### src/rtl/multicycle_rcpu.sv
// Multi-cycle R-format CPU: FETCH/DECODE/EXEC/WB over a req/valid instruction port,
// with an idle-time register preload port, a halt opcode and a per-instruction retire trace.
module multicycle_rcpu #(
  parameter int              DATA_W   = 32,
  parameter int              REG_AW   = 5,
  parameter int              PC_W     = 32,
  parameter logic [PC_W-1:0] RESET_PC = '0,
  parameter int              PC_STEP  = 4
) (
  input  logic              clk,
  input  logic              rst,
  input  logic              start,
  input  logic              cfg_we,
  input  logic [REG_AW-1:0] cfg_addr,
  input  logic [DATA_W-1:0] cfg_data,
  output logic              imem_req,
  output logic [PC_W-1:0]   imem_addr,
  input  logic [31:0]       imem_rdata,
  input  logic              imem_valid,
  output logic              retire,
  output logic [PC_W-1:0]   ret_pc,
  output logic              ret_we,
  output logic [REG_AW-1:0] ret_rd,
  output logic [DATA_W-1:0] ret_data,
  output logic              halted,
  output logic              illegal
);

  localparam int NREGS = 2 ** REG_AW;
  localparam logic [5:0] OP_HALT = 6'h3F;

  typedef enum logic [2:0] {S_IDLE, S_FETCH, S_DECODE, S_EXEC, S_WB, S_HALT} state_t;

  state_t            state, next_state;
  logic [PC_W-1:0]   pc;
  logic [31:0]       ir;
  logic [DATA_W-1:0] a, b, alu_out;
  logic              skip;
  logic [DATA_W-1:0] regs [NREGS];

  logic [5:0]        opcode, funct;
  logic [4:0]        shamt;
  logic [REG_AW-1:0] rs, rt, rd;
  logic              wb_we;

  assign opcode = ir[31:26];
  assign rs     = ir[21 +: REG_AW];
  assign rt     = ir[16 +: REG_AW];
  assign rd     = ir[11 +: REG_AW];
  assign shamt  = ir[10:6];
  assign funct  = ir[5:0];

  function automatic logic funct_legal(input logic [5:0] fn);
    case (fn)
      6'h20, 6'h22, 6'h24, 6'h25, 6'h27, 6'h2A, 6'h00, 6'h02: funct_legal = 1'b1;
      default:                                                funct_legal = 1'b0;
    endcase
  endfunction

  function automatic logic [DATA_W-1:0] alu_f(input logic [DATA_W-1:0] x, input logic [DATA_W-1:0] y,
                                              input logic [4:0] sh, input logic [5:0] fn);
    alu_f = '0;
    case (fn)
      6'h20: alu_f = x + y;
      6'h22: alu_f = x - y;
      6'h24: alu_f = x & y;
      6'h25: alu_f = x | y;
      6'h27: alu_f = ~(x | y);
      6'h2A: alu_f = {{(DATA_W-1){1'b0}}, ($signed(x) < $signed(y))};
      6'h00: if (int'(sh) < DATA_W) alu_f = y << sh;
      6'h02: if (int'(sh) < DATA_W) alu_f = y >> sh;
      default: alu_f = '0;
    endcase
  endfunction

  // Skipped (non-zero opcode) and illegal-funct instructions still retire, without a write.
  assign wb_we     = !skip && funct_legal(funct) && (rd != '0);
  assign imem_req  = (state == S_FETCH);
  assign imem_addr = pc;

  always_ff @(posedge clk or posedge rst) begin
    if (rst) state <= S_IDLE;
    else     state <= next_state;
  end

  // NOTE: every variable assigned in always_comb gets a default first, otherwise a latch is inferred.
  always_comb begin
    next_state = state;
    case (state)
      S_IDLE:   if (start) next_state = S_FETCH;
      S_FETCH:  if (imem_valid) next_state = S_DECODE;
      S_DECODE: begin
        if (opcode == OP_HALT)  next_state = S_HALT;
        else if (opcode != '0)  next_state = S_WB;
        else                    next_state = S_EXEC;
      end
      S_EXEC:   next_state = S_WB;
      S_WB:     next_state = S_FETCH;
      S_HALT:   next_state = S_HALT;
      default:  next_state = S_IDLE;
    endcase
  end

  // NOTE: the register file is cleared on reset, so it stays in flops rather than a RAM macro.
  always_ff @(posedge clk or posedge rst) begin
    if (rst) begin
      pc       <= RESET_PC;
      ir       <= '0;
      a        <= '0;
      b        <= '0;
      alu_out  <= '0;
      skip     <= 1'b0;
      retire   <= 1'b0;
      ret_pc   <= '0;
      ret_we   <= 1'b0;
      ret_rd   <= '0;
      ret_data <= '0;
      halted   <= 1'b0;
      illegal  <= 1'b0;
      for (int i = 0; i < NREGS; i++) regs[i] <= '0;
    end else begin
      retire <= 1'b0;
      case (state)
        S_IDLE:   if (cfg_we) regs[cfg_addr] <= cfg_data;
        S_FETCH:  if (imem_valid) ir <= imem_rdata;
        S_DECODE: begin
          a    <= (rs == '0) ? '0 : regs[rs];
          b    <= (rt == '0) ? '0 : regs[rt];
          skip <= (opcode != '0);
          if (opcode == OP_HALT) halted <= 1'b1;
          else if (opcode != '0 || !funct_legal(funct)) illegal <= 1'b1;
        end
        S_EXEC:   alu_out <= alu_f(a, b, shamt, funct);
        S_WB: begin
          if (wb_we) regs[rd] <= alu_out;
          pc       <= pc + PC_W'(PC_STEP);
          retire   <= 1'b1;
          ret_pc   <= pc;
          ret_we   <= wb_we;
          ret_rd   <= rd;
          ret_data <= wb_we ? alu_out : '0;
        end
        default: ;
      endcase
    end
  end

endmodule

### config.mk
export PLATFORM = sky130hd
export DESIGN_NAME = multicycle_rcpu
export DESIGN_NICKNAME = d
export VERILOG_FILES = /design/src/rtl/multicycle_rcpu.sv
export SDC_FILE = /design/constraint.sdc
export NUM_CORES = 2
export LEC_CHECK = 0
export CAP_MARGIN = 20
export CORE_MARGIN = 5
export CORE_UTILIZATION = 25
export CTS_BUF_LIST = sky130_fd_sc_hd__clkbuf_4 sky130_fd_sc_hd__clkbuf_8
export CTS_CLUSTER_SIZE = 10
export DETAILED_ROUTE_END_ITERATION = 7
export PLACE_DENSITY = 0.42
export SYNTH_ARGS = -nofsm -noshare
export SYNTH_HDL_FRONTEND = slang
export SYNTH_SLANG_ARGS = --single-unit
### constraint.sdc
create_clock -name clk -period 114.9 [get_ports clk]
set_input_delay 22.98 -clock clk [delete_from_list [all_inputs] [get_ports clk]]
set_output_delay 22.98 -clock clk [all_outputs]
set_load 0.01 [all_outputs]
==> flow_metrics.py <==
metrics = {
    "hold_path": {
        "worstHoldPathType": "reg2reg",
        "whs_path_depth": 1,
        "hold_path_sink": "halted$_DFFE_PP0P_",
        "holdCritStartpoint": "halted$_DFFE_PP0P_",
    },
    "power_and_ir_drop": {
        "irDropWorstVdd_mv": 0.0234,
        "leakage_power_nw": 34.9,
        "power_per_cell_area_nw_per_um2": 32.6,
    },
    "layout": {
        "final_util": 0.287,
        "flow.area_growth_from_synthesis_pct": 14.2,
        "num-fill-cells": 33600,
        "layout_cells_sized_above_1": 0.156,
        "final_net_count": 8747,
    },
    "sta": {
        "max_freq_mhz": 35.6,
        "worst_pin_slew_ns": 1.40,
        "timing.max_slew.rel_slack": 0.0598,
        "fin_setup_tns_ns": 0,
        "clock_skew_after_layout_ns": 0.170,
        "final.period_utilization": 0.244,
        "final_period_minus_worst_setup_slack_ns": 28.09,
        "report.final.hold_viol_count": 0,
        "unrepaired_setup_endpoints_after_global_routing": "no",
        "drv_slew": 0,
        "finalSetupViolCount": 0,
    },
    "global_routing": {
        "met2_track_demand_over_resource": 0.363,
        "number_of_global_route_vias_before_repair": 74600,
        "grt.busiest_layer": "met2",
        "grt_util_met3": 0.0719,
        "met1_usage": 0.330,
        "grt_start_max_net_pins": 98,
        "grt.overflow.total": 0,
        "number_of_antenna_violations_at_the_first_check_in_global_routing": 36,
        "grt.total_usage": 0.245,
        "first_pass_grt_wire_length_um": 589000,
    },
    "flow_run": {
        "cap_viol_max_count": 0,
    },
    "clock_tree": {
        "max-clock-path-buffers": 4,
        "cts_tree": "yes",
        "clkSinkCount": 1257,
        "post_cts_resize_count": 0,
        "setup_fix_bufs_post_cts": 0,
        "h_tree_level_count": 4,
        "clock_tree.root_cell": "sky130_fd_sc_hd__clkbuf_8",
        "clk_latency_ns": 1.07,
        "cts_hold_buf": 0,
        "clkTransAtPathRegs_ns": 0.06,
        "numCtsBuffers": 242,
    },
    "floorplanning": {
        "die_area_um2": 332000,
        "io-pin-count": 180,
        "floorplan.die.width_um": 576,
        "fp.coreArea_um2": 319000,
        "row_count": 207,
        "y_dimension_of_the_die_um": 576,
        "initial_core_util": 0.251,
    },
    "yosys": {
        "syn-instance-count": 8874,
        "post_synthesis_sequential_element_count": 1257,
        "ys_types": 80,
        "ys_warn_count": 0,
        "synth_area_per_cell_um2": 9.02,
        "async_reset_ff_frac": 1.00,
        "count_of_flip_flops_with_a_built_in_enable_after_synthesis": 0,
        "ys_seq_area_frac": 0.393,
        "ys_dominant_reg_cell": "sky130_fd_sc_hd__dfrtp_1",
        "post_synth_instance_area_um2": 80100,
    },
    "routing": {
        "detail_route.wirelength_um": 425000,
        "antenna_left": 0,
        "detailedRoute.firstIterationViolations": 9490,
        "drc": 0,
        "detailedRoute.firstPassIterationCount": 7,
        "detail_route.vias_per_cell": 6.02,
        "avgRoutedWirePerCell_um": 32.9,
        "num_vias": 77800,
    },
    "placement": {
        "gp_congestion": 0.914,
        "port-buffer-count": 175,
        "post_dp_hpwl_um": 247000,
    },
    "setup_path": {
        "crit-reg2reg-capture": "a[28]$_DFFE_PP0P_",
        "critical_path.n_buffers_inverters": 8,
        "startpoint_type": "primary input",
        "worst_path_max_delay_cell": "sky130_fd_sc_hd__buf_4",
        "worst_path_largest_cell_delay_ns": 0.90,
        "critical_path.max_fanout": 83,
        "critPathRequiredTime_ns": 115.87,
        "critical_path.top_delay_family": "buffers and inverters",
        "worst-r2r-cell-count": 9,
        "rrSetupSlack_ns": 109.25,
        "worstPathCellList": "clkdlybuf4s50_1 -> inv_8 -> buf_4 -> buf_4 -> buf_4 -> buf_4 -> buf_4 -> buf_4",
        "regToRegStartpoint": "ir[23]$_DFFE_PP0P_",
        "path_common_cell": "sky130_fd_sc_hd__buf_4",
        "cp-end-kind": "async pin",
        "setup.worst_path.class": "in2async",
        "cp.arrival_ns": 29.07,
    },
    "run_status": {
        "run_status": "completed",
    },
}
[worst reg2reg max path, stage by stage (launching register included)]
cell and delay [ns]:
sky130_fd_sc_hd__dfrtp_4 0.93, sky130_fd_sc_hd__buf_12 0.51, sky130_fd_sc_hd__or2_4 0.74, sky130_fd_sc_hd__buf_4 0.63
sky130_fd_sc_hd__buf_4 0.66, sky130_fd_sc_hd__o21ai_0 0.39, sky130_fd_sc_hd__o22ai_1 0.25, sky130_fd_sc_hd__nor3_1 0.19
sky130_fd_sc_hd__a21oi_1 0.95, sky130_fd_sc_hd__o22ai_1 0.14
[placed cells by master (no fill, tap or decap), types with 170 or more instances in the layout]
cell type                         instances
sky130_fd_sc_hd__clkbuf_8               313
sky130_fd_sc_hd__mux4_2                 289
sky130_fd_sc_hd__mux2_2                 170
sky130_fd_sc_hd__buf_4                  288
sky130_fd_sc_hd__nand2_1                380
sky130_fd_sc_hd__a21oi_1               1447
sky130_fd_sc_hd__o22ai_1                203
sky130_fd_sc_hd__o21ai_0                308
sky130_fd_sc_hd__mux2i_1                429
sky130_fd_sc_hd__nor2_1                1214
sky130_fd_sc_hd__dfrtp_1               1240
sky130_fd_sc_hd__a22oi_1                998
sky130_fd_sc_hd__clkdlybuf4s50_1        175
[worst max-delay path by stage]
stage               startpoint                    end  cells after the start
floorplan                  rst       a[0]$_DFFE_PP0P_                      1
global placement           rst  regs[525]$_DFFE_PP0P_                      8
detailed placement         rst  regs[525]$_DFFE_PP0P_                      8
CTS                        rst  regs[894]$_DFFE_PP0P_                      8
global route               rst  regs[749]$_DFFE_PP0P_                      8
finish                     rst  regs[689]$_DFFE_PP0P_                      8
[synthesized netlist by cell type (28+ instances only)]
library cell / instances / area share
sky130_fd_sc_hd__a21oi_1: 1449 / 0.091
sky130_fd_sc_hd__nor2_1: 1279 / 0.060
sky130_fd_sc_hd__dfrtp_1: 1257 / 0.39
sky130_fd_sc_hd__a22oi_1: 998 / 0.094
sky130_fd_sc_hd__clkbuf_1: 841 / 0.039
sky130_fd_sc_hd__mux2i_1: 429 / 0.054
sky130_fd_sc_hd__nand2_1: 381 / 0.018
sky130_fd_sc_hd__o21ai_0: 308 / 0.019
sky130_fd_sc_hd__mux4_2: 289 / 0.081
sky130_fd_sc_hd__o22ai_1: 204 / 0.016
sky130_fd_sc_hd__mux2_2: 170 / 0.024
sky130_fd_sc_hd__o221ai_1: 144 / 0.016
sky130_fd_sc_hd__ha_1: 111 / 0.017
sky130_fd_sc_hd__inv_1: 109 / 0.0051
sky130_fd_sc_hd__buf_2: 106 / 0.0066
sky130_fd_sc_hd__nor3_1: 95 / 0.0059
sky130_fd_sc_hd__buf_1: 92 / 0.0043
sky130_fd_sc_hd__a211oi_1: 49 / 0.0046
sky130_fd_sc_hd__nand3_1: 46 / 0.0029
sky130_fd_sc_hd__and3_1: 40 / 0.0031
sky130_fd_sc_hd__a31oi_1: 37 / 0.0029
sky130_fd_sc_hd__a22o_1: 34 / 0.0037
sky130_fd_sc_hd__xnor2_1: 29 / 0.0032
sky130_fd_sc_hd__a21oi_2: 28 / 0.0031
[layout make-up]
cell class | count | area [um^2] | area share
Inverter | 111 | 424 | 0.00464
Multi-Input combinational cell | 6466 | 45000 | 0.492
Clock inverter | 33 | 241 | 0.00264
Clock buffer | 392 | 4900 | 0.0536
Tap cell | 4180 | 5230 | 0.0572
Timing Repair Buffer | 482 | 4140 | 0.0453
Antenna cell | 15 | 37.5 | 0.000410
Sequential cell | 1257 | 31500 | 0.344
[stage by stage]
step	hold WS [ns]	power (mW)	area (um^2)	worst slack, ns	std cells
floorplan	0.461	1.81	80100	56.50	8877
global placement	0.457	2.41	86100	85.76	12500
detailed placement	0.458	2.43	86100	85.65	12500
CTS	0.473	2.93	91200	86.75	12900
global route	0.500	3.12	91400	86.09	12900
finish	0.474	2.98	91500	86.81	12900
[state kept, by name, summed over array words and instances, names as in the netlist, 3 cells and up]
| signal | count |
|---|---|
| state | 3 |
| a | 32 |
| ret_pc | 30 |
| regs | 1024 |
| ret_data | 32 |
| ret_rd | 5 |
| ir | 32 |
| imem_addr | 30 |
| alu_out | 32 |
| b | 32 |
[where the power goes]
part / switching, mW / internal (mW) / total [mW]
Sequential: 0.217 / 0.647 / 0.864
Clock: 0.221 / 0.272 / 0.492
Combinational: 1.03 / 0.597 / 1.62
[routing by layer]
metal	share of wire	routed length, um	up-vias
met2	0.43	182000	4800
li1	-	-	32400
met4	0.047	19800	8
met5	0.00013	55	-
met1	0.42	179000	39700
met3	0.11	44700	974
[kinds of logic after synthesis]
group / Yosys count / share of synthesized area
adder cells (fa/ha/maj): 113 / 0.0178
AO/OA/AOI/OAI: 3418 / 0.267
multiplexers: 888 / 0.159
buffers and inverters: 1154 / 0.0559
other: 1 / 0.0000468
flip-flops: 1257 / 0.393
AND/OR/NAND/NOR: 2007 / 0.103
XOR/XNOR: 36 / 0.00394
Note: power is estimated with default switching activity, not from simulation.
